$ cat config.mk
export PLATFORM = sky130hd
export DESIGN_NAME = ssd_scan_drv_flat
export DESIGN_NICKNAME = d
export VERILOG_FILES = /design/src/rtl/ssd_scan_drv_pkg.sv /design/src/rtl/ssd_scan_drv_if.sv /design/src/rtl/ssd_scan_drv_bcd2ssd.sv /design/src/rtl/ssd_scan_drv.sv /design/src/flat_wrapper.sv
export SDC_FILE = /design/constraint.sdc
export NUM_CORES = 1
export LEC_CHECK = 0
export CORE_MARGIN = 4
export CORE_UTILIZATION = 30
export DETAILED_ROUTE_END_ITERATION = 7
export HOLD_SLACK_MARGIN = 0.12
export RECOVER_POWER = 50
export SYNTH_ARGS = -nofsm -noshare
export SYNTH_HDL_FRONTEND = slang
export SYNTH_SLANG_ARGS = --single-unit
$ cat constraint.sdc
create_clock -name clk -period 3.6 [get_ports clk]
set_input_delay 0.36 -clock clk [delete_from_list [all_inputs] [get_ports clk]]
set_output_delay 0.36 -clock clk [all_outputs]
set_load 0.05 [all_outputs]
$ cat src/rtl/ssd_scan_drv_pkg.sv
// Shared constants for the seven-segment scan path: BCD width, the
// active-low segment codes {a,b,c,d,e,f,g,dp} and the digit-select helper.
package ssd_scan_drv_pkg;

    localparam int BCD_BIT_WIDTH = 4;

    // Segment codes, active-low, bit order {a,b,c,d,e,f,g,dp}; dp off (1).
    localparam logic [7:0] SS_0     = 8'b0000_0011;
    localparam logic [7:0] SS_1     = 8'b1001_1111;
    localparam logic [7:0] SS_2     = 8'b0010_0101;
    localparam logic [7:0] SS_3     = 8'b0000_1101;
    localparam logic [7:0] SS_4     = 8'b1001_1001;
    localparam logic [7:0] SS_5     = 8'b0100_1001;
    localparam logic [7:0] SS_6     = 8'b0100_0001;
    localparam logic [7:0] SS_7     = 8'b0001_1111;
    localparam logic [7:0] SS_8     = 8'b0000_0001;
    localparam logic [7:0] SS_9     = 8'b0000_1001;
    localparam logic [7:0] SS_DASH  = 8'b1111_1101;
    localparam logic [7:0] SS_BLANK = 8'b1111_1111;

    // Active-low one-hot digit enable: idx 0 (leftmost) -> 0111, idx 3 -> 1110.
    function automatic logic [3:0] digit_sel(input logic [1:0] idx);
        return ~(4'b1000 >> idx);
    endfunction

endpackage

$ cat src/rtl/ssd_scan_drv_if.sv
// Bundle between display_ctl (master) and the scan driver (slave).
// Plain level signals, no handshake: the master holds the digits and
// control masks steady, the slave samples them live on each scan tick
// and drives the registered digit enables and segment pins back.
interface ssd_scan_drv_if;
    import ssd_scan_drv_pkg::*;

    logic [BCD_BIT_WIDTH-1:0] in0;
    logic [BCD_BIT_WIDTH-1:0] in1;
    logic [BCD_BIT_WIDTH-1:0] in2;
    logic [BCD_BIT_WIDTH-1:0] in3;
    logic                     lz_blank;
    logic [3:0]               blink_en;
    logic [3:0]               dp_en;
    logic [3:0]               ssd_ctl;
    logic [7:0]               display;

    modport master (
        output in0, in1, in2, in3, lz_blank, blink_en, dp_en,
        input  ssd_ctl, display
    );

    modport slave (
        input  in0, in1, in2, in3, lz_blank, blink_en, dp_en,
        output ssd_ctl, display
    );

endinterface

$ cat src/rtl/ssd_scan_drv_bcd2ssd.sv
// Combinational BCD to seven-segment decoder (active-low, dp left off).
// Non-decimal codes 10..15 show a dash so bad data is visible on the panel.
module bcd2ssd
    import ssd_scan_drv_pkg::*;
(
    input  logic [BCD_BIT_WIDTH-1:0] bcd,
    output logic [7:0]               seg
);

    // Table lookup of the segment pattern for one digit.
    always_comb begin
        seg = SS_DASH;
        case (bcd)
            4'd0:    seg = SS_0;
            4'd1:    seg = SS_1;
            4'd2:    seg = SS_2;
            4'd3:    seg = SS_3;
            4'd4:    seg = SS_4;
            4'd5:    seg = SS_5;
            4'd6:    seg = SS_6;
            4'd7:    seg = SS_7;
            4'd8:    seg = SS_8;
            4'd9:    seg = SS_9;
            default: seg = SS_DASH;
        endcase
    end

endmodule

$ cat src/rtl/ssd_scan_drv.sv
// Time-multiplexed driver for a 4-digit common-anode seven-segment display.
// A free-running prescaler produces scan_tick; on each tick the digit at
// idx is decoded, blanked/dotted as needed, and latched into the pin
// registers, then idx advances. A second counter on scan_tick sets the
// blink phase.
module ssd_scan_drv
    import ssd_scan_drv_pkg::*;
#(
    parameter int SCAN_DIV_BITS  = 16,
    parameter int BLINK_DIV_BITS = 7
) (
    input  logic          clk,
    input  logic          rst_n,
    ssd_scan_drv_if.slave bus
);

    logic [SCAN_DIV_BITS-1:0]  prescaler;
    logic [BLINK_DIV_BITS-1:0] blink_cnt;
    logic                      blink_on;
    logic [1:0]                idx;
    logic                      scan_tick;

    logic [BCD_BIT_WIDTH-1:0]  cur_bcd;
    logic [7:0]                cur_seg;
    logic [3:0]                lead_zero;
    logic                      blanked;
    logic [7:0]                pattern;

    assign scan_tick = &prescaler;

    // Prescaler free-runs and wraps from all-ones to zero.
    always_ff @(posedge clk or negedge rst_n) begin
        if (!rst_n) prescaler <= '0;
        else        prescaler <= prescaler + 1'b1;
    end

    // Digit index advances once per scan tick, wrapping 3 -> 0.
    always_ff @(posedge clk or negedge rst_n) begin
        if (!rst_n)         idx <= 2'd0;
        else if (scan_tick) idx <= idx + 2'd1;
    end

    // Blink phase flips each time the blink counter wraps.
    always_ff @(posedge clk or negedge rst_n) begin
        if (!rst_n) begin
            blink_cnt <= '0;
            blink_on  <= 1'b1;
        end else if (scan_tick) begin
            blink_cnt <= blink_cnt + 1'b1;
            if (&blink_cnt) blink_on <= ~blink_on;
        end
    end

    // Select the live digit under scan and the leading-zero run ending at each digit.
    always_comb begin
        cur_bcd = bus.in0;
        case (idx)
            2'd0:    cur_bcd = bus.in0;
            2'd1:    cur_bcd = bus.in1;
            2'd2:    cur_bcd = bus.in2;
            default: cur_bcd = bus.in3;
        endcase
        lead_zero    = 4'b0000;
        lead_zero[0] = (bus.in0 == '0);
        lead_zero[1] = lead_zero[0] && (bus.in1 == '0);
        lead_zero[2] = lead_zero[1] && (bus.in2 == '0);
        lead_zero[3] = lead_zero[2] && (bus.in3 == '0);
    end

    bcd2ssd u_bcd2ssd (
        .bcd (cur_bcd),
        .seg (cur_seg)
    );

    // Blanking wins over the decoded digit; the rightmost digit is never
    // zero-blanked so an all-zero value still shows a single 0.
    always_comb begin
        blanked = (!blink_on && bus.blink_en[idx])
               || (bus.lz_blank && (idx != 2'd3) && lead_zero[idx]);
        pattern = cur_seg;
        if (blanked)               pattern = SS_BLANK;
        else if (bus.dp_en[idx])   pattern[0] = 1'b0;
    end

    // Pin registers: dark at reset, loaded with the current digit on each tick.
    always_ff @(posedge clk or negedge rst_n) begin
        if (!rst_n) begin
            bus.ssd_ctl <= 4'b1111;
            bus.display <= SS_BLANK;
        end else if (scan_tick) begin
            bus.ssd_ctl <= digit_sel(idx);
            bus.display <= pattern;
        end
    end

endmodule
$ cat src/flat_wrapper.sv
// flat-port wrapper written by rule: the top's interface ports become plain ports
module ssd_scan_drv_flat import ssd_scan_drv_pkg::*;
#(
    parameter int SCAN_DIV_BITS  = 16,
    parameter int BLINK_DIV_BITS = 7
)
  (clk, rst_n, bus_in0, bus_in1, bus_in2, bus_in3, bus_lz_blank, bus_blink_en, bus_dp_en, bus_ssd_ctl, bus_display);
  ssd_scan_drv_if bus_i ();
  input  logic clk;
  input  logic rst_n;
  input wire logic [$bits(bus_i.in0)-1:0] bus_in0;
  input wire logic [$bits(bus_i.in1)-1:0] bus_in1;
  input wire logic [$bits(bus_i.in2)-1:0] bus_in2;
  input wire logic [$bits(bus_i.in3)-1:0] bus_in3;
  input wire logic [$bits(bus_i.lz_blank)-1:0] bus_lz_blank;
  input wire logic [$bits(bus_i.blink_en)-1:0] bus_blink_en;
  input wire logic [$bits(bus_i.dp_en)-1:0] bus_dp_en;
  output wire logic [$bits(bus_i.ssd_ctl)-1:0] bus_ssd_ctl;
  output wire logic [$bits(bus_i.display)-1:0] bus_display;
  assign bus_i.in0 = bus_in0;
  assign bus_i.in1 = bus_in1;
  assign bus_i.in2 = bus_in2;
  assign bus_i.in3 = bus_in3;
  assign bus_i.lz_blank = bus_lz_blank;
  assign bus_i.blink_en = bus_blink_en;
  assign bus_i.dp_en = bus_dp_en;
  assign bus_ssd_ctl = bus_i.ssd_ctl;
  assign bus_display = bus_i.display;
  ssd_scan_drv #(.SCAN_DIV_BITS(SCAN_DIV_BITS), .BLINK_DIV_BITS(BLINK_DIV_BITS)) u_core (.clk(clk), .rst_n(rst_n), .bus(bus_i));
endmodule
==> flow_summary.html, run 1 <==
<table>
<tr><th>Metric</th><th>Value</th></tr>
<tr><th colspan="2">Die</th></tr>
<tr><td>Core Footprint</td><td>6350 sq um</td></tr>
<tr><td>Effective utilization at floorplan</td><td>0.3101</td></tr>
<tr><td>Total number of placement rows</td><td>29</td></tr>
<tr><td>Die height</td><td>89.02 um</td></tr>
<tr><td>Die Area</td><td>7925 sq um</td></tr>
<tr><td>Boundary Pins</td><td>39</td></tr>
<tr><td>Die width</td><td>89.02 um</td></tr>
<tr><th colspan="2">Clock tree</th></tr>
<tr><td>Worst skew pair latency</td><td>280 ps</td></tr>
<tr><td>Clock Sinks</td><td>38</td></tr>
<tr><td>CTS H-Tree Depth</td><td>2</td></tr>
<tr><td>Clock input transition at the sequential cells of the worst setup and hold paths</td><td>70 ps</td></tr>
<tr><td>Hold-fix buffers at CTS</td><td>0</td></tr>
<tr><td>Total CTS buffers</td><td>5</td></tr>
<tr><td>Master cell of the clock root buffer</td><td>sky130_fd_sc_hd__clkbuf_8</td></tr>
<tr><td>Buffers from clock root to sink, at most</td><td>2</td></tr>
<tr><td>Number of instances resized during post-cts repair</td><td>0</td></tr>
<tr><td>TritonCTS clock tree</td><td>done</td></tr>
<tr><td>Number of setup buffers added after CTS</td><td>0</td></tr>
<tr><th colspan="2">Timing</th></tr>
<tr><td>Highest attainable clock frequency</td><td>slightly above 0.4 GHz</td></tr>
<tr><td>Worst Skew</td><td>about 5.7 ps</td></tr>
<tr><td>Sum of negative setup slack</td><td>0 ps</td></tr>
<tr><td>Worst rel slew slack</td><td>-0.2874</td></tr>
<tr><td>PnR worst setup slack</td><td>1133 ps</td></tr>
<tr><td>Final hold vios</td><td>0</td></tr>
<tr><td>Setup violation total in the final timing report</td><td>0</td></tr>
<tr><td>Tightest Pin Transition</td><td>1931 ps</td></tr>
<tr><td>Unrepaired setup endpoints after global routing</td><td>no</td></tr>
<tr><td>Period utilization</td><td>0.6853</td></tr>
<tr><td>Fin Hold WS</td><td>around 470 ps</td></tr>
<tr><td>Max-slew violation count</td><td>39</td></tr>
<tr><td>Clock period minus worst slack</td><td>roughly 2500 ps</td></tr>
<tr><th colspan="2">Power</th></tr>
<tr><td>Internal Dissipation</td><td>600.3 uW</td></tr>
<tr><td>Total power divided by cell area</td><td>between 300 and 400 nW/um^2</td></tr>
<tr><td>VDD IR max</td><td>0.0001735 V</td></tr>
<tr><td>Proportion of power drawn by flip-flops and latches</td><td>0.560</td></tr>
<tr><td>PnR Total Power</td><td>764.1 uW</td></tr>
<tr><td>Fraction of power spent switching nets</td><td>0.2144</td></tr>
<tr><td>Clock power share</td><td>0.355</td></tr>
<tr><td>Gate power share</td><td>0.086</td></tr>
<tr><td>Total net switching power</td><td>~160 uW</td></tr>
<tr><td>Leakage power figure</td><td>1.059 nW</td></tr>
<tr><th colspan="2">Synth</th></tr>
<tr><td>Cell variety after synth</td><td>35</td></tr>
<tr><td>Net Count, Synth</td><td>approximately 220</td></tr>
<tr><td>Post-synth top flop</td><td>sky130_fd_sc_hd__dfrtp_1</td></tr>
<tr><td>Top cell type by total area after synthesis</td><td>sky130_fd_sc_hd__dfrtp_1</td></tr>
<tr><td>Post-Syn Instances</td><td>179</td></tr>
<tr><td>Most frequent cell after synthesis</td><td>sky130_fd_sc_hd__dfrtp_1</td></tr>
<tr><td>Cell area after synthesis</td><td>1969 sq um</td></tr>
<tr><td>Sequential fraction of the synthesis area</td><td>0.4911</td></tr>
<tr><td>Mean instance size in the synthesized netlist</td><td>11.00 sq um</td></tr>
<tr><td>Area contributors post-synth</td><td>sky130_fd_sc_hd__dfrtp_1 32%, sky130_fd_sc_hd__dfstp_2 17%, sky130_fd_sc_hd__ha_1 7.6%</td></tr>
<tr><td>Fraction of registers with async set/reset</td><td>1.000</td></tr>
<tr><td>Area share of the largest cell type after synthesis</td><td>0.3177</td></tr>
<tr><td>Flip-flop and latch count after synthesis</td><td>38</td></tr>
<tr><td>Post-synth EDFFs</td><td>0</td></tr>
<tr><td>Count of yosys warnings during synthesis</td><td>0</td></tr>
<tr><td>Commonest cells in the synthesized netlist</td><td>25 x sky130_fd_sc_hd__dfrtp_1, 23 x sky130_fd_sc_hd__nand2_1, 17 x sky130_fd_sc_hd__xnor2_1</td></tr>
<tr><th colspan="2">Global route</th></tr>
<tr><td>Vias in the first global route</td><td>between 1,000 and 1,500</td></tr>
<tr><td>GRT Overall Usage</td><td>0.1088</td></tr>
<tr><td>Global-route wire length before repair</td><td>6658 um</td></tr>
<tr><td>Number of antenna violations at the first check in global routing</td><td>0</td></tr>
<tr><td>Remaining Overflow, GRT</td><td>0</td></tr>
<tr><td>Maximum number of pins on one net before global-route repair</td><td>39</td></tr>
<tr><th colspan="2">Job</th></tr>
<tr><td>Max-cap violation count</td><td>1</td></tr>
<tr><th colspan="2">Worst setup path</th></tr>
<tr><td>Critical path capture point type</td><td>register</td></tr>
<tr><td>Data required time at the worst endpoint</td><td>3810 ps</td></tr>
<tr><td>Stage delay of the slowest cell on the critical path</td><td>460 ps</td></tr>
<tr><td>Critical path peak fanout</td><td>5</td></tr>
<tr><td>Kind of start point of the critical path</td><td>register</td></tr>
<tr><td>Ordered cell list for the critical path</td><td>inv_1, ha_1, a222oi_1, mux2i_1, inv_1, ha_1, nand2_1, a21oi_1, o32a_1</td></tr>
<tr><td>Data arrival, critical path</td><td>around 2700 ps</td></tr>
<tr><td>Classification of the worst setup path</td><td>register to register</td></tr>
<tr><td>Cell type of the slowest stage on the worst timing path</td><td>sky130_fd_sc_hd__dfrtp_1</td></tr>
<tr><th colspan="2">Place</th></tr>
<tr><td>Post-placement cell count</td><td>293</td></tr>
<tr><td>Worst setup timing slack at the placement stage</td><td>1179 ps</td></tr>
<tr><td>Final RePlAce weighted congestion</td><td>0.8141</td></tr>
<tr><td>Count of buffers from port buffering</td><td>38</td></tr>
<tr><td>Placed cell area</td><td>2445 sq um</td></tr>
<tr><td>Placed wire-length estimate after detailed placement</td><td>3140 um</td></tr>
<tr><th colspan="2">Status</th></tr>
<tr><td>Result of the run</td><td>complete, but fails checks</td></tr>
<tr><td>Violated checks</td><td>max-capacitance violations, max-slew violations</td></tr>
<tr><th colspan="2">Hold path</th></tr>
<tr><td>Worst min-delay path class</td><td>register to register</td></tr>
<tr><th colspan="2">Layout</th></tr>
<tr><td>Count of placed standard cells in the final layout, fillers left out</td><td>301</td></tr>
<tr><td>Area growth, synth to finish</td><td>28.02%</td></tr>
<tr><td>Design area</td><td>2521 sq um</td></tr>
<tr><td>Final core occ</td><td>0.3970</td></tr>
<tr><td>Fill cells</td><td>606</td></tr>
<tr><td>Ant diodes</td><td>0</td></tr>
<tr><td>Ratio of cells with drive above 1 in the final layout</td><td>0.1161</td></tr>
<tr><td>Post-layout net count</td><td>262</td></tr>
<tr><th colspan="2">Route</th></tr>
<tr><td>Post-detailed-route wirelength per cell</td><td>approximately 13 um</td></tr>
<tr><td>Post-detailed-route via-to-cell ratio</td><td>4.791</td></tr>
<tr><td>Drt total wl</td><td>4014 um</td></tr>
<tr><td>Iteration count of the initial detailed-routing pass</td><td>5</td></tr>
<tr><td>Final antenna-violating net count</td><td>0</td></tr>
<tr><td>DR vias</td><td>1,442</td></tr>
<tr><td>Detailed router's first-iteration violation count</td><td>74</td></tr>
<tr><td>DRC violations left</td><td>0</td></tr>
</table>
worst paths after layout:
path / from / to / slack (ps) / cells after the start
worst max-delay path: u_core.idx[0]$_DFFE_PN0P_ / u_core.bus.display[4]$_DFFE_PN1P_ / 1130 / 9
worst max register to register: u_core.idx[0]$_DFFE_PN0P_ / u_core.bus.display[4]$_DFFE_PN1P_ / 1130 / 9
min in group asynchronous: rst_n / u_core.blink_cnt[5]$_DFFE_PN0P_ / 1150 / 2
worst min register to register: u_core.prescaler[14]$_DFF_PN0_ / u_core.prescaler[14]$_DFF_PN0_ / 470 / 1
max in group asynchronous: rst_n / u_core.prescaler[2]$_DFF_PN0_ / 1340 / 2
worst min-delay path: u_core.prescaler[14]$_DFF_PN0_ / u_core.prescaler[14]$_DFF_PN0_ / 470 / 1
metal layers:
layer,track usage,part of all wire
met1,0.1635,0.51
met5,0,0
met4,0.01624,0.0052
met3,0.04977,0.064
met2,0.1451,0.42
kinds of logic (layout without fill, tap and decap cells):
| family | count (synthesis) | in the layout | share of synthesized area |
|---|---|---|---|
| and+or+nand+nor | 57 | 57 | 0.1436 |
| DFF | 38 | 38 | 0.4911 |
| AOI/OAI and AO/OA | 30 | 30 | 0.1214 |
| xor gates and xnor gates | 22 | 22 | 0.09784 |
| buffers and inverters | 15 | 60 | 0.03113 |
| adders and majority gates | 12 | 12 | 0.07624 |
| muxes | 5 | 5 | 0.03875 |
state kept, by name, summed over array words and instances, names as in the netlist:
| signal | count |
|---|---|
| u_core.blink_on | 1 |
| u_core.bus.ssd_ctl | 4 |
| u_core.idx | 2 |
| u_core.blink_cnt | 7 |
| u_core.bus.display | 8 |
| u_core.prescaler | 16 |
worst max-delay path, delay by kind of cell (launching register included):
family,cells,cell delay [ps]
AO/OA/AOI/OAI,3,800
adder cells (fa/ha/maj),2,530
flip-flops,1,460
buffers and inverters,2,300
multiplexers,1,230
AND/OR/NAND/NOR,1,60
power groups by stage:
stage	sequential (mW)	clock (mW)	combinational [mW]
floorplan	0.435	0	0.0207
global placement	0.435	0	0.0675
detailed placement	0.435	0	0.0668
CTS	0.427	0.284	0.0672
global route	0.427	0.311	0.0721
finish	0.428	0.271	0.0654
area by class of cell:
cell class                      instances  area, sq um  area share
Timing Repair Buffer                   40        391.6      0.1553
Tap cell                               77        96.34     0.03821
Clock buffer                            8        80.08     0.03176
Multi-Input combinational cell        126        940.9      0.3732
Sequential cell                        38        967.2      0.3836
Inverter                               12        45.04     0.01787
cell usage in the layout, fill, tap and decap left out, drive strengths merged, types with 3 or more instances in the layout:
cell / count
a222oi: 3
ha: 12
xor2: 5
o32a: 5
a21oi: 8
nor2: 6
xnor2: 17
clkdlybuf4s50: 37
o21ai: 5
nand2: 23
nor4: 3
dfstp: 13
dfrtp: 25
inv: 12
nand4: 7
clkbuf: 9
nand3: 6
o22a: 3
No activity file was read; power rests on OpenSTA's default activity.
==> run 2, diff against run 1 <==
==> constraint.sdc (replaced) <==
create_clock -name clk -period 2.5 [get_ports clk]
set_input_delay 0.25 -clock clk [delete_from_list [all_inputs] [get_ports clk]]
set_output_delay 0.25 -clock clk [all_outputs]
set_load 0.05 [all_outputs]
==> flow_summary.html, run 2 (synthesis gave the netlist of run 1 again) <==
<table>
<tr><th>Metric</th><th>Value</th></tr>
<tr><th colspan="2">Layout</th></tr>
<tr><td>Count of placed standard cells in the final layout, fillers left out</td><td>302 (was 301)</td></tr>
<tr><td>Fill cells</td><td>601 (was 606)</td></tr>
<tr><td>Most frequent standard cell in the layout excluding fill and tap cells</td><td>sky130_fd_sc_hd__clkdlybuf4s50_1 (unchanged)</td></tr>
<tr><td>Ant diodes</td><td>0 (unchanged)</td></tr>
<tr><td>Most frequent cells in the layout</td><td>37 x sky130_fd_sc_hd__clkdlybuf4s50_1, 23 x sky130_fd_sc_hd__nand2_1, 23 x sky130_fd_sc_hd__dfrtp_1 (was 37 x sky130_fd_sc_hd__clkdlybuf4s50_1, 25 x sky130_fd_sc_hd__dfrtp_1, 23 x sky130_fd_sc_hd__nand2_1)</td></tr>
<tr><td>Post-layout net count</td><td>263 (was 262)</td></tr>
<tr><td>Area growth, synth to finish</td><td>29.54% (was 28.02%)</td></tr>
<tr><td>Largest register FFs</td><td>16 (unchanged)</td></tr>
<tr><td>Ratio of cells with drive above 1 in the final layout</td><td>0.1556 (was 0.1161)</td></tr>
<tr><td>Largest registers</td><td>u_core.prescaler (16), u_core.bus.display (8), u_core.blink_cnt (7) (unchanged)</td></tr>
<tr><td>Largest register by flop count</td><td>u_core.prescaler (unchanged)</td></tr>
<tr><th colspan="2">Route</th></tr>
<tr><td>Drt total wl</td><td>4325 um (was 4014 um)</td></tr>
<tr><td>Detailed router's first-iteration violation count</td><td>84 (was 74)</td></tr>
<tr><td>DR vias</td><td>1,458 (was 1,442)</td></tr>
<tr><td>Iteration count of the initial detailed-routing pass</td><td>4 (was 5)</td></tr>
<tr><td>Post-detailed-route via-to-cell ratio</td><td>4.828 (was 4.791)</td></tr>
<tr><td>Final antenna-violating net count</td><td>0 (unchanged)</td></tr>
<tr><td>Post-detailed-route wirelength per cell</td><td>14.32 um (was 13.34 um)</td></tr>
<tr><td>DRC violations left</td><td>0 (unchanged)</td></tr>
<tr><th colspan="2">Clock tree</th></tr>
<tr><td>Clock Sinks</td><td>38 (unchanged)</td></tr>
<tr><td>CTS H-Tree Depth</td><td>2 (unchanged)</td></tr>
<tr><td>TritonCTS clock tree</td><td>done (unchanged)</td></tr>
<tr><td>Hold-fix buffers at CTS</td><td>0 (unchanged)</td></tr>
<tr><td>Master cell of the clock root buffer</td><td>sky130_fd_sc_hd__clkbuf_8 (unchanged)</td></tr>
<tr><td>Worst skew pair latency</td><td>290 ps (was 280 ps)</td></tr>
<tr><td>Buffers from clock root to sink, at most</td><td>2 (unchanged)</td></tr>
<tr><td>Total CTS buffers</td><td>5 (unchanged)</td></tr>
<tr><td>Clock input transition at the sequential cells of the worst setup and hold paths</td><td>80 ps (was 70 ps)</td></tr>
<tr><th colspan="2">Global route</th></tr>
<tr><td>Maximum number of pins on one net before global-route repair</td><td>39 (unchanged)</td></tr>
<tr><td>Vias in the first global route</td><td>1,452 (was 1,403)</td></tr>
<tr><td>GRT Overall Usage</td><td>0.1166 (was 0.1088)</td></tr>
<tr><td>Global-route wire length before repair</td><td>7155 um (was 6658 um)</td></tr>
<tr><td>Number of antenna violations at the first check in global routing</td><td>0 (unchanged)</td></tr>
<tr><td>Remaining Overflow, GRT</td><td>0 (unchanged)</td></tr>
<tr><th colspan="2">Hold path</th></tr>
<tr><td>Hold path startpoint</td><td>u_core.prescaler[6]$_DFF_PN0_ (was u_core.prescaler[14]$_DFF_PN0_)</td></tr>
<tr><td>Worst min-delay path class</td><td>register to register (unchanged)</td></tr>
<tr><th colspan="2">Power</th></tr>
<tr><td>Total power divided by cell area</td><td>452.2 nW/um^2 (was 303.1 nW/um^2)</td></tr>
<tr><td>PnR Total Power</td><td>1.154 mW (was 764.1 uW)</td></tr>
<tr><td>VDD IR max</td><td>0.0002096 V (was 0.0001735 V)</td></tr>
<tr><td>Leakage power figure</td><td>1.073 nW (was 1.059 nW)</td></tr>
<tr><th colspan="2">Timing</th></tr>
<tr><td>Highest attainable clock frequency</td><td>0.4279 GHz (was 0.4053 GHz)</td></tr>
<tr><td>Final hold vios</td><td>0 (unchanged)</td></tr>
<tr><td>Period utilization</td><td>0.9348 (was 0.6853)</td></tr>
<tr><td>Tightest Pin Transition</td><td>926.1 ps (was 1931 ps)</td></tr>
<tr><td>Fin Hold WS</td><td>469.7 ps (was 471.5 ps)</td></tr>
<tr><td>Worst rel slew slack</td><td>0.3826 (was -0.2874)</td></tr>
<tr><td>Sum of negative setup slack</td><td>0 ps (unchanged)</td></tr>
<tr><td>Worst Skew</td><td>5.567 ps (was 5.743 ps)</td></tr>
<tr><td>Setup violation total in the final timing report</td><td>0 (unchanged)</td></tr>
<tr><td>Max-slew violation count</td><td>0 (was 39)</td></tr>
<tr><td>Clock period minus worst slack</td><td>2337 ps (was 2467 ps)</td></tr>
<tr><td>Unrepaired setup endpoints after global routing</td><td>no (unchanged)</td></tr>
<tr><th colspan="2">Die</th></tr>
<tr><td>Core Footprint</td><td>6350 sq um (unchanged)</td></tr>
<tr><td>Effective utilization at floorplan</td><td>0.3101 (unchanged)</td></tr>
<tr><td>Die width</td><td>89.02 um (unchanged)</td></tr>
<tr><td>Die Area</td><td>7925 sq um (unchanged)</td></tr>
<tr><td>Boundary Pins</td><td>39 (unchanged)</td></tr>
<tr><td>Die height</td><td>89.02 um (unchanged)</td></tr>
<tr><td>Total number of placement rows</td><td>29 (unchanged)</td></tr>
<tr><th colspan="2">Place</th></tr>
<tr><td>Count of buffers from port buffering</td><td>38 (unchanged)</td></tr>
<tr><td>Placed wire-length estimate after detailed placement</td><td>3251 um (was 3140 um)</td></tr>
<tr><td>Post-placement cell count</td><td>293 (unchanged)</td></tr>
<tr><td>Final RePlAce weighted congestion</td><td>0.7954 (was 0.8141)</td></tr>
<tr><th colspan="2">Worst setup path</th></tr>
<tr><td>Launch point of the worst path</td><td>u_core.idx[0]$_DFFE_PN0P_ (unchanged)</td></tr>
<tr><td>Data arrival, critical path</td><td>2560 ps (was 2670 ps)</td></tr>
<tr><td>Critical register-to-register path startpoint</td><td>u_core.idx[0]$_DFFE_PN0P_ (unchanged)</td></tr>
<tr><td>Classification of the worst setup path</td><td>register to register (unchanged)</td></tr>
<tr><td>Critical path peak fanout</td><td>5 (unchanged)</td></tr>
<tr><td>Critical path capture point type</td><td>register (unchanged)</td></tr>
<tr><td>Kind of start point of the critical path</td><td>register (unchanged)</td></tr>
<tr><td>Data required time at the worst endpoint</td><td>2720 ps (was 3810 ps)</td></tr>
<tr><th colspan="2">Job</th></tr>
<tr><td>Max-cap violation count</td><td>0 (was 1)</td></tr>
<tr><th colspan="2">Status</th></tr>
<tr><td>Result of the run</td><td>complete, no violations (was complete, but fails checks)</td></tr>
</table>
## run 2: changes by cell type in the layout (fill, tap and decap cells not counted), sizes merged
cell      previous run  this run
clkbuf               9         7
buf                  1         2
clkinv               0         1
clkinvlp             0         1
## run 2: final cells by class
| cell class | count | area (sq um) | share of cell area |
|---|---|---|---|
| Clock buffer | 6 | 82.58 | 0.03237 |
| Clock inverter | 2 | 12.51 | 0.004904 |
| Inverter | 12 | 45.04 | 0.01766 |
| Multi-Input combinational cell | 126 | 944.7 | 0.3703 |
| Sequential cell | 38 | 969.7 | 0.3801 |
| Tap cell | 77 | 96.34 | 0.03776 |
| Timing Repair Buffer | 41 | 400.4 | 0.1569 |
## run 2: where the power goes
group	total, mW	switching (mW)	internal, mW
clock	0.442	0.220	0.222
combinational	0.0967	0.0445	0.0523
sequential	0.615	0	0.615
## run 2: final timing paths
path / cells after the start / slack (ps) / end
max reg2reg: 9 / 160 / u_core.bus.display[4]$_DFFE_PN1P_
max: 9 / 160 / u_core.bus.display[4]$_DFFE_PN1P_
min reg2reg: 1 / 470 / u_core.prescaler[6]$_DFF_PN0_
min in group asynchronous: 2 / 630 / u_core.blink_cnt[1]$_DFFE_PN0P_
min: 1 / 470 / u_core.prescaler[6]$_DFF_PN0_
max in group asynchronous: 2 / 1250 / u_core.idx[0]$_DFFE_PN0P_
## run 2: stage by stage
| stage | area [sq um] | worst slack, ps | util |
|---|---|---|---|
| after floorplan | 1969 | 359.2 | - |
| after global placement | 2445 | 199.7 | 0.3850 |
| after detailed placement | 2445 | 73.05 | 0.3850 |
| after CTS | 2540 | 62.72 | 0.4000 |
| after global routing | 2551 | 22.75 | 0.4018 |
| final | 2551 | 163.0 | 0.4018 |
## run 2: critical path, stage by stage (launching register included)
cell	delay [ps]
sky130_fd_sc_hd__dfrtp_2	430
sky130_fd_sc_hd__inv_1	120
sky130_fd_sc_hd__ha_1	280
sky130_fd_sc_hd__a222oi_1	340
sky130_fd_sc_hd__mux2_2	280
sky130_fd_sc_hd__inv_1	90
sky130_fd_sc_hd__ha_1	290
sky130_fd_sc_hd__nand2_1	60
sky130_fd_sc_hd__a21oi_1	60
sky130_fd_sc_hd__o32a_1	310
## run 2: per-layer routing
layer | up-vias | share of wire | track usage
li1 | 723 | - | -
met1 | 696 | 0.49 | 0.1782
met2 | 31 | 0.43 | 0.1606
met3 | 8 | 0.060 | 0.03318
met4 | 0 | 0.017 | 0.02977
met5 | - | 0 | 0
## run 2: what timing repair did
item,4_1_cts,5_1_grt
setup buffers,0,1
resized for setup,0,4
endpoints found under the setup margin,0,3
==> run 3, diff against run 2 <==
--- a/config.mk
+++ b/config.mk
@@ -5,6 +5,7 @@
 export SDC_FILE = /design/constraint.sdc
 export NUM_CORES = 1
 export LEC_CHECK = 0
+export CORE_ASPECT_RATIO = 0.6
 export CORE_MARGIN = 4
 export CORE_UTILIZATION = 30
 export DETAILED_ROUTE_END_ITERATION = 7
==> flow_summary.html, run 3 (synthesis gave the netlist of run 1 again) <==
<table>
<tr><th>Metric</th><th>Value</th></tr>
<tr><th colspan="2">Route</th></tr>
<tr><td>DRC violations left</td><td>0 (unchanged)</td></tr>
<tr><td>DR vias</td><td>1,442 (was 1,458)</td></tr>
<tr><td>Final antenna-violating net count</td><td>0 (unchanged)</td></tr>
<tr><td>Post-detailed-route via-to-cell ratio</td><td>4.637 (was 4.828)</td></tr>
<tr><td>Iteration count of the initial detailed-routing pass</td><td>4 (unchanged)</td></tr>
<tr><td>Detailed router's first-iteration violation count</td><td>47 (was 84)</td></tr>
<tr><td>Drt total wl</td><td>4352 um (was 4325 um)</td></tr>
<tr><td>Post-detailed-route wirelength per cell</td><td>13.99 um (was 14.32 um)</td></tr>
<tr><th colspan="2">Worst setup path</th></tr>
<tr><td>Worst flop-to-flop path endpoint</td><td>u_core.bus.display[7]$_DFFE_PN1P_ (was u_core.bus.display[4]$_DFFE_PN1P_)</td></tr>
<tr><td>Launch point of the worst path</td><td>u_core.idx[0]$_DFFE_PN0P_ (unchanged)</td></tr>
<tr><td>Worst reg-to-reg setup slack</td><td>150 ps (was 160 ps)</td></tr>
<tr><td>Critical path peak fanout</td><td>5 (unchanged)</td></tr>
<tr><td>Classification of the worst setup path</td><td>register to register (unchanged)</td></tr>
<tr><td>Critical register-to-register path startpoint</td><td>u_core.idx[0]$_DFFE_PN0P_ (unchanged)</td></tr>
<tr><td>Kind of start point of the critical path</td><td>register (unchanged)</td></tr>
<tr><td>Reg2reg path depth</td><td>9 (unchanged)</td></tr>
<tr><td>Critical path capture point type</td><td>register (unchanged)</td></tr>
<tr><td>Data required time at the worst endpoint</td><td>2710 ps (was 2720 ps)</td></tr>
<tr><td>Data arrival, critical path</td><td>2560 ps (about the same)</td></tr>
<tr><th colspan="2">Die</th></tr>
<tr><td>Effective utilization at floorplan</td><td>0.3152 (was 0.3101)</td></tr>
<tr><td>Core Footprint</td><td>6248 sq um (was 6350 sq um)</td></tr>
<tr><td>Boundary Pins</td><td>39 (unchanged)</td></tr>
<tr><td>Die Area</td><td>7968 sq um (was 7925 sq um)</td></tr>
<tr><td>Die width</td><td>112.6 um (was 89.02 um)</td></tr>
<tr><td>Total number of placement rows</td><td>22 (was 29)</td></tr>
<tr><td>Die height</td><td>70.76 um (was 89.02 um)</td></tr>
<tr><th colspan="2">Layout</th></tr>
<tr><td>Ant diodes</td><td>0 (unchanged)</td></tr>
<tr><td>Area growth, synth to finish</td><td>31.45% (was 29.54%)</td></tr>
<tr><td>Post-layout net count</td><td>265 (was 263)</td></tr>
<tr><td>Final core occ</td><td>0.4143 (was 0.4018)</td></tr>
<tr><td>Most frequent cells in the layout</td><td>37 x sky130_fd_sc_hd__clkdlybuf4s50_1, 24 x sky130_fd_sc_hd__dfrtp_1, 23 x sky130_fd_sc_hd__nand2_1 (was 37 x sky130_fd_sc_hd__clkdlybuf4s50_1, 23 x sky130_fd_sc_hd__nand2_1, 23 x sky130_fd_sc_hd__dfrtp_1)</td></tr>
<tr><td>Largest registers</td><td>u_core.prescaler (16), u_core.bus.display (8), u_core.blink_cnt (7) (unchanged)</td></tr>
<tr><td>Fill cells</td><td>606 (was 601)</td></tr>
<tr><td>Most frequent standard cell in the layout excluding fill and tap cells</td><td>sky130_fd_sc_hd__clkdlybuf4s50_1 (unchanged)</td></tr>
<tr><td>Largest register by flop count</td><td>u_core.prescaler (unchanged)</td></tr>
<tr><td>Ratio of cells with drive above 1 in the final layout</td><td>0.1542 (was 0.1556)</td></tr>
<tr><td>Count of placed standard cells in the final layout, fillers left out</td><td>311 (was 302)</td></tr>
<tr><td>Largest register FFs</td><td>16 (unchanged)</td></tr>
<tr><th colspan="2">Place</th></tr>
<tr><td>Count of buffers from port buffering</td><td>38 (unchanged)</td></tr>
<tr><td>Post-placement cell count</td><td>301 (was 293)</td></tr>
<tr><td>Worst setup timing slack at the placement stage</td><td>135.9 ps (was 73.05 ps)</td></tr>
<tr><td>Final RePlAce weighted congestion</td><td>0.7685 (was 0.7954)</td></tr>
<tr><td>Placed wire-length estimate after detailed placement</td><td>3386 um (was 3251 um)</td></tr>
<tr><th colspan="2">Power</th></tr>
<tr><td>Leakage power figure</td><td>1.097 nW (was 1.073 nW)</td></tr>
<tr><td>VDD IR max</td><td>0.0001908 V (was 0.0002096 V)</td></tr>
<tr><td>Total power divided by cell area</td><td>463.5 nW/um^2 (was 452.2 nW/um^2)</td></tr>
<tr><th colspan="2">Timing</th></tr>
<tr><td>Final hold vios</td><td>0 (unchanged)</td></tr>
<tr><td>Worst rel slew slack</td><td>0.3674 (was 0.3826)</td></tr>
<tr><td>Setup violation total in the final timing report</td><td>0 (unchanged)</td></tr>
<tr><td>Worst Skew</td><td>4.052 ps (was 5.567 ps)</td></tr>
<tr><td>Highest attainable clock frequency</td><td>0.4261 GHz (was 0.4279 GHz)</td></tr>
<tr><td>Tightest Pin Transition</td><td>949.0 ps (was 926.1 ps)</td></tr>
<tr><td>Clock period minus worst slack</td><td>2347 ps (was 2337 ps)</td></tr>
<tr><td>Fin Hold WS</td><td>474.6 ps (was 469.7 ps)</td></tr>
<tr><td>Max-slew violation count</td><td>0 (unchanged)</td></tr>
<tr><td>Period utilization</td><td>0.9387 (was 0.9348)</td></tr>
<tr><td>PnR worst setup slack</td><td>153.1 ps (was 163.0 ps)</td></tr>
<tr><th colspan="2">Clock tree</th></tr>
<tr><td>TritonCTS clock tree</td><td>done (unchanged)</td></tr>
<tr><td>Clock Sinks</td><td>38 (unchanged)</td></tr>
<tr><td>Total CTS buffers</td><td>5 (unchanged)</td></tr>
<tr><td>Clock input transition at the sequential cells of the worst setup and hold paths</td><td>70 ps (was 80 ps)</td></tr>
<tr><td>Buffers from clock root to sink, at most</td><td>2 (unchanged)</td></tr>
<tr><td>CTS H-Tree Depth</td><td>2 (unchanged)</td></tr>
<tr><td>Worst skew pair latency</td><td>280 ps (was 290 ps)</td></tr>
<tr><td>Hold-fix buffers at CTS</td><td>0 (unchanged)</td></tr>
<tr><td>Master cell of the clock root buffer</td><td>sky130_fd_sc_hd__clkbuf_8 (unchanged)</td></tr>
<tr><th colspan="2">Global route</th></tr>
<tr><td>Number of antenna violations at the first check in global routing</td><td>0 (unchanged)</td></tr>
<tr><td>Remaining Overflow, GRT</td><td>0 (unchanged)</td></tr>
<tr><td>GRT Overall Usage</td><td>0.1100 (was 0.1166)</td></tr>
<tr><td>Vias in the first global route</td><td>1,384 (was 1,452)</td></tr>
<tr><td>Global-route wire length before repair</td><td>6948 um (was 7155 um)</td></tr>
<tr><td>Maximum number of pins on one net before global-route repair</td><td>39 (unchanged)</td></tr>
<tr><th colspan="2">Hold path</th></tr>
<tr><td>Hold path startpoint</td><td>u_core.prescaler[6]$_DFF_PN0_ (unchanged)</td></tr>
<tr><td>Hold Crit Endpoint</td><td>u_core.prescaler[6]$_DFF_PN0_ (unchanged)</td></tr>
<tr><td>Number of instances on the worst hold path</td><td>1 (unchanged)</td></tr>
<tr><td>Worst min-delay path class</td><td>register to register (unchanged)</td></tr>
<tr><th colspan="2">Job</th></tr>
<tr><td>Max-cap violation count</td><td>0 (unchanged)</td></tr>
<tr><th colspan="2">Status</th></tr>
<tr><td>Result of the run</td><td>complete, no violations (unchanged)</td></tr>
</table>
==> run 3: changes by cell type in the layout (fill, tap and decap cells not counted) <==
cell | before | now
sky130_fd_sc_hd__buf_4 | 2 | 4
sky130_fd_sc_hd__clkbuf_8 | 6 | 8
sky130_fd_sc_hd__clkinv_2 | 1 | 0
sky130_fd_sc_hd__clkinvlp_4 | 1 | 0
sky130_fd_sc_hd__dfrtp_1 | 23 | 24
sky130_fd_sc_hd__dfrtp_2 | 2 | 1
sky130_fd_sc_hd__inv_1 | 11 | 12
sky130_fd_sc_hd__inv_2 | 1 | 0
==> run 3: routing by layer <==
layer	track usage	routed length (um)	vias to the layer above	part of all wire
li1	-	-	731	-
met1	0.1629	2318	679	0.53
met2	0.1535	1770	26	0.41
met3	0.03077	193	6	0.044
met4	0.03600	70	0	0.016
met5	0	0	-	0
==> run 3: worst max-delay path, cell delays in order (launching register included) <==
cell,delay [ps]
sky130_fd_sc_hd__dfrtp_1,370
sky130_fd_sc_hd__inv_1,100
sky130_fd_sc_hd__ha_1,280
sky130_fd_sc_hd__a222oi_1,460
sky130_fd_sc_hd__mux2i_2,180
sky130_fd_sc_hd__buf_4,180
sky130_fd_sc_hd__ha_1,190
sky130_fd_sc_hd__nand2_1,80
sky130_fd_sc_hd__a21oi_1,70
sky130_fd_sc_hd__o32a_1,360
==> run 3: repair_timing <==
item / 4_1_cts / 5_1_grt
setup buffers: 0 / 2
endpoints found under the setup margin: 0 / 4
hold endpoints to repair: 0 / 0
gates resized for setup: 0 / 2
==> run 3: report_power, final <==
group / switching [mW] / total [mW] / internal (mW)
clock: 0.208 / 0.487 / 0.278
sequential: 0 / 0.616 / 0.616
combinational: 0.0452 / 0.0974 / 0.0522
==> run 3: worst max path at each step <==
| stage | cells past startpoint | endpoint | slack (ps) |
|---|---|---|---|
| CTS | 9 | u_core.bus.display[4]$_DFFE_PN1P_ | 120 |
| finish | 9 | u_core.bus.display[7]$_DFFE_PN1P_ | 150 |
| detailed placement | 9 | u_core.bus.display[4]$_DFFE_PN1P_ | 140 |
| global route | 9 | u_core.bus.display[2]$_DFFE_PN1P_ | -10 |
| floorplan | 9 | u_core.bus.display[4]$_DFFE_PN1P_ | 360 |
| global placement | 9 | u_core.bus.display[4]$_DFFE_PN1P_ | 210 |
==> run 3: final cells by class <==
| type | count | area (sq um) | area share |
|---|---|---|---|
| Multi-Input combinational cell | 126 | 944.7 | 0.3649 |
| Timing Repair Buffer | 43 | 415.4 | 0.1605 |
| Inverter | 12 | 45.04 | 0.01740 |
| Clock buffer | 8 | 110.1 | 0.04253 |
| Sequential cell | 38 | 968.4 | 0.3741 |
| Tap cell | 84 | 105.1 | 0.04060 |
==> run 3: through the flow <==
step                      TNS [ps]  power [mW]  instance area (sq um)
after floorplan                  0      0.6565                   1969
after global placement           0      0.7231                   2461
after detailed placement         0      0.7236                   2461
after CTS                        0       1.217                   2571
after global routing        -16.94       1.251                   2589
final                            0       1.200                   2589
